File: config.mk
export PLATFORM = sky130hd
export DESIGN_NAME = booth_seq_mult_4bit
export DESIGN_NICKNAME = d
export VERILOG_FILES = /design/src/rtl/booth_pkg.sv /design/src/rtl/booth_pp_radix4_4bit.sv /design/src/rtl/booth_seq_mult_4bit.sv
export SDC_FILE = /design/constraint.sdc
export NUM_CORES = 1
export LEC_CHECK = 0
export CORE_ASPECT_RATIO = 0.5
export CORE_UTILIZATION = 35
export DETAILED_ROUTE_END_ITERATION = 6
export PLACE_DENSITY = 0.56
export SYNTH_ARGS = -nofsm -noshare
export SYNTH_HDL_FRONTEND = slang
export SYNTH_SLANG_ARGS = --single-unit
File: constraint.sdc
create_clock -name clk -period 7.5 [get_ports clk]
set_input_delay 1.5 -clock clk [delete_from_list [all_inputs] [get_ports clk]]
set_output_delay 1.5 -clock clk [all_outputs]
set_load 0.02 [all_outputs]
File: src/rtl/booth_pkg.sv
// Shared definitions for the sequential radix-4 Booth multiplier: operand width,
// FSM state encoding and the Booth group codes with their decode.
package booth_pkg;

   localparam int BOOTH_N = 4;

   typedef enum logic [1:0] {
      IDLE = 2'd0,
      CALC = 2'd1,
      DONE = 2'd2
   } state_t;

   localparam logic [2:0] GRP_000 = 3'b000;
   localparam logic [2:0] GRP_001 = 3'b001;
   localparam logic [2:0] GRP_010 = 3'b010;
   localparam logic [2:0] GRP_011 = 3'b011;
   localparam logic [2:0] GRP_100 = 3'b100;
   localparam logic [2:0] GRP_101 = 3'b101;
   localparam logic [2:0] GRP_110 = 3'b110;
   localparam logic [2:0] GRP_111 = 3'b111;

   typedef enum logic [2:0] {
      OP_ZERO = 3'd0,
      OP_ADD1 = 3'd1,
      OP_ADD2 = 3'd2,
      OP_SUB2 = 3'd3,
      OP_SUB1 = 3'd4
   } pp_op_t;

   // Maps a 3-bit Booth group {b[2i+1], b[2i], b[2i-1]} to its multiple of a.
   function automatic pp_op_t decode_group(input logic [2:0] grp);
      pp_op_t op;
      case (grp)
         GRP_000, GRP_111: op = OP_ZERO;
         GRP_001, GRP_010: op = OP_ADD1;
         GRP_011:          op = OP_ADD2;
         GRP_100:          op = OP_SUB2;
         GRP_101, GRP_110: op = OP_SUB1;
         default:          op = OP_ZERO;
      endcase
      return op;
   endfunction

endpackage

File: src/rtl/booth_pp_radix4_4bit.sv
// Radix-4 Booth partial-product generator for a 4-bit signed multiplicand;
// produces a 6-bit signed partial product in {0, +a, +2a, -2a, -a}.
module booth_pp_radix4_4bit
   import booth_pkg::*;
(
   input  logic [3:0] a,
   input  logic [2:0] grp,
   output logic [5:0] pp
);

   logic [5:0] a_ext;

   assign a_ext = {{2{a[3]}}, a};

   always_comb begin
      // NOTE: default assignment first so every path drives pp and no latch is inferred.
      pp = '0;
      case (decode_group(grp))
         OP_ADD1: pp = a_ext;
         OP_ADD2: pp = a_ext << 1;
         OP_SUB2: pp = -(a_ext << 1);
         OP_SUB1: pp = -a_ext;
         default: pp = '0;
      endcase
   end

endmodule

File: src/rtl/booth_seq_mult_4bit.sv
// Sequential signed multiplier: one radix-4 Booth group per cycle, valid/ready
// on both sides, product held in DONE until the consumer takes it.
module booth_seq_mult_4bit
   import booth_pkg::*;
#(
   parameter int N = BOOTH_N
) (
   input  logic           clk,
   input  logic           rst_n,
   input  logic           in_valid,
   output logic           in_ready,
   input  logic [N-1:0]   a,
   input  logic [N-1:0]   b,
   output logic           out_valid,
   input  logic           out_ready,
   output logic [2*N-1:0] product,
   output logic           busy
);

   state_t         state;
   logic [N-1:0]   a_r;
   logic [N-1:0]   b_r;
   logic [2*N-1:0] acc;
   logic           grp_idx;

   logic [N:0]     b_ext;
   logic [2:0]     grp;
   logic [N+1:0]   pp;
   logic [2*N-1:0] pp_ext;
   logic [2*N-1:0] pp_term;
   logic [2*N-1:0] acc_next;

   // b[-1] is the implicit zero below the LSB, so group i starts at b_ext[2i].
   assign b_ext = {b_r, 1'b0};
   assign grp   = b_ext[{grp_idx, 1'b0} +: 3];

   booth_pp_radix4_4bit u_pp (
      .a   (a_r),
      .grp (grp),
      .pp  (pp)
   );

   assign pp_ext   = {{(N-2){pp[N+1]}}, pp};
   assign pp_term  = grp_idx ? (pp_ext << 2) : pp_ext;
   assign acc_next = acc + pp_term;

   // NOTE: all state is updated with non-blocking assignments so every register
   // samples pre-edge values regardless of statement order.
   always_ff @(posedge clk or negedge rst_n) begin
      if (!rst_n) begin
         // NOTE: datapath registers are reset too, so product reads 0 after an abort.
         state     <= IDLE;
         a_r       <= '0;
         b_r       <= '0;
         acc       <= '0;
         grp_idx   <= 1'b0;
         product   <= '0;
         in_ready  <= 1'b1;
         out_valid <= 1'b0;
         busy      <= 1'b0;
      end else begin
         case (state)
            IDLE: begin
               if (in_valid) begin
                  a_r      <= a;
                  b_r      <= b;
                  acc      <= '0;
                  grp_idx  <= 1'b0;
                  state    <= CALC;
                  in_ready <= 1'b0;
                  busy     <= 1'b1;
               end
            end
            CALC: begin
               acc     <= acc_next;
               grp_idx <= 1'b1;
               if (grp_idx) begin
                  grp_idx   <= 1'b0;
                  product   <= acc_next;
                  out_valid <= 1'b1;
                  state     <= DONE;
               end
            end
            DONE: begin
               // in_ready only rises after the edge that leaves DONE: no same-cycle accept.
               if (out_ready) begin
                  out_valid <= 1'b0;
                  busy      <= 1'b0;
                  in_ready  <= 1'b1;
                  state     <= IDLE;
               end
            end
            default: begin
               state     <= IDLE;
               grp_idx   <= 1'b0;
               out_valid <= 1'b0;
               busy      <= 1'b0;
               in_ready  <= 1'b1;
            end
         endcase
      end
   end

endmodule

==> results.sh, run 1 <==
export IMPL_avgViaCountPerCell=4.920
export IMPL_clkTransAtPathRegs_ns=0.06
export IMPL_vias=1417
export IMPL_synth_common_cells="29 x dfrtp_1, 23 x nand2_1, 13 x a21oi_1"
export IMPL_cts_sink_count=30
export IMPL_setup_tns_ns=0
export IMPL_tightest_slew_ns=0.8526
export IMPL_grt_setup_unrepaired="false"
export IMPL_ys_top_cells_by_area="dfrtp_1 38%, ha_1 7.9%, mux2_2 7.1%"
export IMPL_drt_pass1_iterations=4
export IMPL_start_util_pct=37.46
export IMPL_grt_max_degree=31
export IMPL_syn_inst=195
export IMPL_grt_pass1_vias=1319
export IMPL_avgRoutedWirePerCell_um=13.08
export IMPL_synth_edf_count=0
export IMPL_setup_viol=0
export IMPL_diodes=0
export IMPL_dp_hpwl_um=2847
export IMPL_cts_buffers=5
export IMPL_avgSynthCellArea_um2=9.779
export IMPL_drive_gt1_share_pct=11.47
export IMPL_gp_congestion=0.8615
export IMPL_clk_latency_ns=0.27
export IMPL_cts_setup_buffers=0
export IMPL_pin_count=23
export IMPL_ys_types=41
export IMPL_post_cts_resized=0
export IMPL_yosysMostFrequentCell="dfrtp_1"
export IMPL_cts_tree="done"
export IMPL_critPathMaxFanout=15
export IMPL_clockBufferDepth=2
export IMPL_coreArea_mm2=0.005090
export IMPL_period_minus_slack_ns=4.276
export IMPL_synth_top_area_share_pct=38.06
export IMPL_antenna_found_initial=0
export IMPL_crit_type="register to register"
export IMPL_ys_flop_type="dfrtp_1"
export IMPL_synth_async_reset_ratio_pct=100.0
export IMPL_worst_ep_required_time_ns=7.64
export IMPL_drv_slew=0
export IMPL_overflow=0
export IMPL_multiInputGateArea_mm2=0.001085
export IMPL_route_detailed_drc=0
export IMPL_synth_nets=220
export IMPL_cp_start_kind="register"
export IMPL_fill_cells=498
export IMPL_ctsHtreeMaxLevel=2
export IMPL_routed_wl_um=3767
export IMPL_ys_ff_latch=30
export IMPL_synthesis_area_mm2=0.001907
export IMPL_max_freq_ghz=0.2339
export IMPL_maxCapViolations=0
export IMPL_status="complete, no violations"
export IMPL_hp_class="register to register"
export IMPL_grt_usage_pct=14.72
export IMPL_die_w_um=106.4
export IMPL_worst_clock_skew_ns=0.006192
export IMPL_yosys_area_top_type="dfrtp_1"
export IMPL_rows=18
export IMPL_antenna_left=0
export IMPL_fin_nets=242
export IMPL_hold_violations=0
export IMPL_fin_crit_sh_pct=57.02
export IMPL_seq_area_um2=752.0
export IMPL_dieArea_mm2=0.005765
export IMPL_hold_buffers=0
export IMPL_yosys_warnings=0
export IMPL_area_delta_synth_final_pct=20.41
export IMPL_grt_pass1_wl_um=6479
export IMPL_yosysSeqAreaShare_pct=39.44
export IMPL_die_y_um=54.19
export IMPL_slew_headroom_pct=41.53
export IMPL_crit_path_end_kind="register"
export IMPL_cp_data_arrival_time_ns=4.41
export IMPL_port_buffer_count=22
export IMPL_drtIter0Drc=51
export IMPL_cts_root_buf="clkbuf_8"
==> routing by layer <==
metal / GRT usage [%] / vias to the layer above / wire length [µm]
met5: 0 / - / 0
met2: 20.35 / 21 / 1465
met1: 22.56 / 668 / 2189
met3: 3.390 / 0 / 112
met4: 3.472 / 0 / 0
li1: - / 728 / -
==> state kept, by name, summed over array words and instances (netlist names), 2 cells and up <==
signal	cells
product	8
b_r	4
state	2
a_r	4
acc	8
==> worst max-delay path, cell delays in order, from the launching register on <==
cell	delay, ns
dfrtp_1	0.68
mux2i_1	0.79
mux2i_1	0.44
mux2_2	0.38
a22oi_1	0.18
a21o_1	0.16
mux2i_1	0.09
ha_1	0.36
a21o_1	0.20
a21oi_1	0.23
o21bai_1	0.10
a21oi_1	0.19
xor2_1	0.24
o21ai_0	0.11
==> worst paths after layout <==
kind / slack [ns] / cells past startpoint / from / endpoint
worst max-delay path: 3.22 / 13 / grp_idx / product[6]
worst min-delay path: 0.49 / 2 / product[5] / product[5]
worst max register to register: 3.22 / 13 / grp_idx / product[6]
worst min register to register: 0.49 / 2 / product[5] / product[5]
max in group asynchronous: 5.57 / 2 / rst_n / in_ready
min in group asynchronous: 1.62 / 2 / rst_n / acc[2]
==> logic make-up (layout without fill, tap and decap cells) <==
kind of cell,Yosys count,count (layout),synth area share (%)
xor gates and xnor gates,11,11,5.774
muxes,19,19,10.76
DFF,30,30,39.44
buffers and inverters,17,40,3.937
and+or+nand+nor,60,60,16.54
adders and majority gates,13,13,8.924
AOI/OAI and AO/OA,45,45,14.63
==> area by class of cell <==
class                           count  share of cell area [%]
Clock buffer                        7                   3.324
Clock inverter                      1                   1.308
Inverter                            8                   1.308
Multi-Input combinational cell    148                   47.25
Sequential cell                    30                   32.75
Tap cell                           70                   3.815
Timing Repair Buffer               24                   10.25
==> stage by stage <==
stage	hold slack (ns)	worst slack, ns	cell area (µm²)	util, %	cells
3_3_place_gp	0.4655	3.401	2190	43.02	280
6_report	0.4901	3.224	2296	45.11	288
3_5_place_dp	0.4694	3.275	2190	43.02	280
4_1_cts	0.4915	3.267	2296	45.11	288
5_1_grt	0.5149	2.864	2296	45.11	288
2_1_floorplan	0.4563	3.589	1907	-	195
==> placed cells by master, fill, tap and decap left out, drive strengths merged, types with 3 or more instances in the layout <==
cell / n
dfrtp: 29
a21o: 3
xor2: 5
clkbuf: 7
xnor2: 5
nor3: 3
nand2b: 7
mux2: 12
a22o: 3
nor2: 12
nand2: 23
mux2i: 7
nor2b: 3
a21oi: 13
clkdlybuf4s50: 22
o21ai: 13
o22ai: 6
inv: 8
ha: 12
Power of run 1 is not shown: default switching activity piles up to over one toggle a cycle in this logic, so the estimate is an artifact.
==> inputs of run 2 (changes only) <==
PLACE_DENSITY = 0.58   (was 0.56)
clock period = 3.9 ns   (was 7.5 ns; I/O delays follow)
==> run 2 against run 1 <==
Setup slack worse by 3.0 ns. Sequential share of layout area shrank 0.97 points. Global-route usage grew 1.1 points. First-iteration DRC count is 5.9% higher. Critical path depth increased by 2. Register-to-register slack lost 3.0 ns. Clock skew is 0.0051 ns higher. Non-clock buffer count is 4 higher. Routed wire length increased by 6.9%. Die area is the same. Fmax grew 17%.
==> results.sh, run 2 (same netlist as run 1, synthesis figures left out) <==
export IMPL_status="complete, no violations"
export IMPL_rows=18
export IMPL_slew_headroom_pct=65.02
export IMPL_clkTransAtPathRegs_ns=0.07
export IMPL_max_freq_ghz=0.2741
export IMPL_worst_clock_skew_ns=0.01127
export IMPL_fin_nets=246
export IMPL_avgRoutedWirePerCell_um=13.79
export IMPL_coreArea_mm2=0.005090
export IMPL_layout_commonest_cell="dfrtp_1"
export IMPL_route_detailed_drc=0
export IMPL_area_delta_synth_final_pct=24.28
export IMPL_fin_crit_sh_pct=93.53
export IMPL_die_w_um=106.4
export IMPL_cp_start_kind="register"
export IMPL_top_regs="acc x8, product x8"
export IMPL_die_y_um=54.19
export IMPL_grt_max_degree=31
export IMPL_ctsHtreeMaxLevel=2
export IMPL_crit_path_end_kind="register"
export IMPL_grt_pass1_wl_um=6865
export IMPL_drt_pass1_iterations=4
export IMPL_avgViaCountPerCell=4.962
export IMPL_diodes=0
export IMPL_pin_count=23
export IMPL_drtIter0Drc=54
export IMPL_setup_tns_ns=0
export IMPL_grt_usage_pct=15.77
export IMPL_cts_tree="done"
export IMPL_clockBufferDepth=2
export IMPL_start_util_pct=37.46
export IMPL_grt_setup_unrepaired="false"
export IMPL_gp_congestion=0.8732
export IMPL_antenna_found_initial=0
export IMPL_tightest_slew_ns=0.5176
export IMPL_critPathMaxFanout=13
export IMPL_drive_gt1_share_pct=15.77
export IMPL_cts_sink_count=30
export IMPL_worst_ep_required_time_ns=4.11
export IMPL_hold_buffers=0
export IMPL_mostFrequentLayoutCells="28 x dfrtp_1, 23 x nand2_1, 22 x clkdlybuf4s50_1"
export IMPL_hold_violations=0
export IMPL_maxCapViolations=0
export IMPL_cts_root_buf="clkbuf_8"
export IMPL_hp_class="register to register"
export IMPL_seq_area_um2=753.2
export IMPL_crit_type="register to register"
export IMPL_routed_wl_um=4027
export IMPL_cts_buffers=5
export IMPL_grt_pass1_vias=1431
export IMPL_port_buffer_count=22
export IMPL_clk_latency_ns=0.28
export IMPL_dieArea_mm2=0.005765
export IMPL_period_minus_slack_ns=3.648
export IMPL_multiInputGateArea_mm2=0.001127
export IMPL_overflow=0
export IMPL_vias=1449
export IMPL_antenna_left=0
export IMPL_dp_hpwl_um=2911
export IMPL_setup_viol=0
export IMPL_cp_data_arrival_time_ns=3.86
export IMPL_fill_cells=500
export IMPL_drv_slew=0
-- run 2: changes by cell type in the layout (fill, tap and decap cells not counted), sizes merged --
| cell | previous run | this run |
|---|---|---|
| buf | 2 | 6 |
-- run 2: area by class of cell --
cell class / count / share of cell area [%]
repair buffers: 28 / 11.19
clock buffers: 7 / 3.221
clock inverters: 1 / 1.267
well taps: 70 / 3.696
flip-flops and latches: 30 / 31.78
inverters: 8 / 1.267
multi-input cells: 148 / 47.57
-- run 2: timing repair --
action | CTS | global route
resized for setup | 0 | 8
endpoints found under the setup margin | 0 | 4
setup buffers | 0 | 0
-- run 2: through the flow --
stage	hold WS (ns)	instances	util, %	cell area, µm²	setup WS, ns
floorplan	0.4563	195	-	1908	0.1389
global placement	0.4633	284	43.61	2220	0.1924
detailed placement	0.4736	284	43.61	2220	0.1386
CTS	0.4897	292	45.70	2326	0.1139
global route	0.5300	292	46.56	2370	0.02532
finish	0.4832	292	46.56	2370	0.2523
-- run 2: metal layers --
metal,vias to the layer above,global-route usage [%],wire [µm]
met4,0,5.787,36
met3,5,3.269,190
met5,-,0,0
li1,742,-,-
met1,675,23.30,2189
met2,27,22.51,1611
-- run 2: worst max-delay path: stages, from the launching register on --
cell and delay, ns:
dfrtp_2 0.45, buf_4 0.20, and2_1 0.18, ha_1 0.33, buf_4 0.18, nand2b_1 0.14
nor2_1 0.07, a311oi_2 0.27, o22ai_1 0.16, mux2_2 0.29, ha_1 0.34, nand3_1 0.11
o211ai_1 0.13, o41ai_2 0.27, xnor3_1 0.30, o22ai_2 0.15
-- run 2: worst paths after layout --
check	start	end	slack, ns	cells after the start
max	grp_idx	acc[7]	0.25	15
max reg2reg	grp_idx	acc[7]	0.25	15
min reg2reg	product[5]	product[5]	0.48	2
min in group asynchronous	rst_n	acc[3]	0.89	2
max in group asynchronous	rst_n	in_ready	2.69	2
min	product[5]	product[5]	0.48	2
Power of run 2 is left out for the same reason.
==> inputs of run 3 (changes only) <==
CTS_CLUSTER_SIZE = 8   (was not set)
==> results of run 3 <==
Same layout as run 2: the final DEF is identical, and so are final timing and power.
Power of run 3 is left out for the same reason.
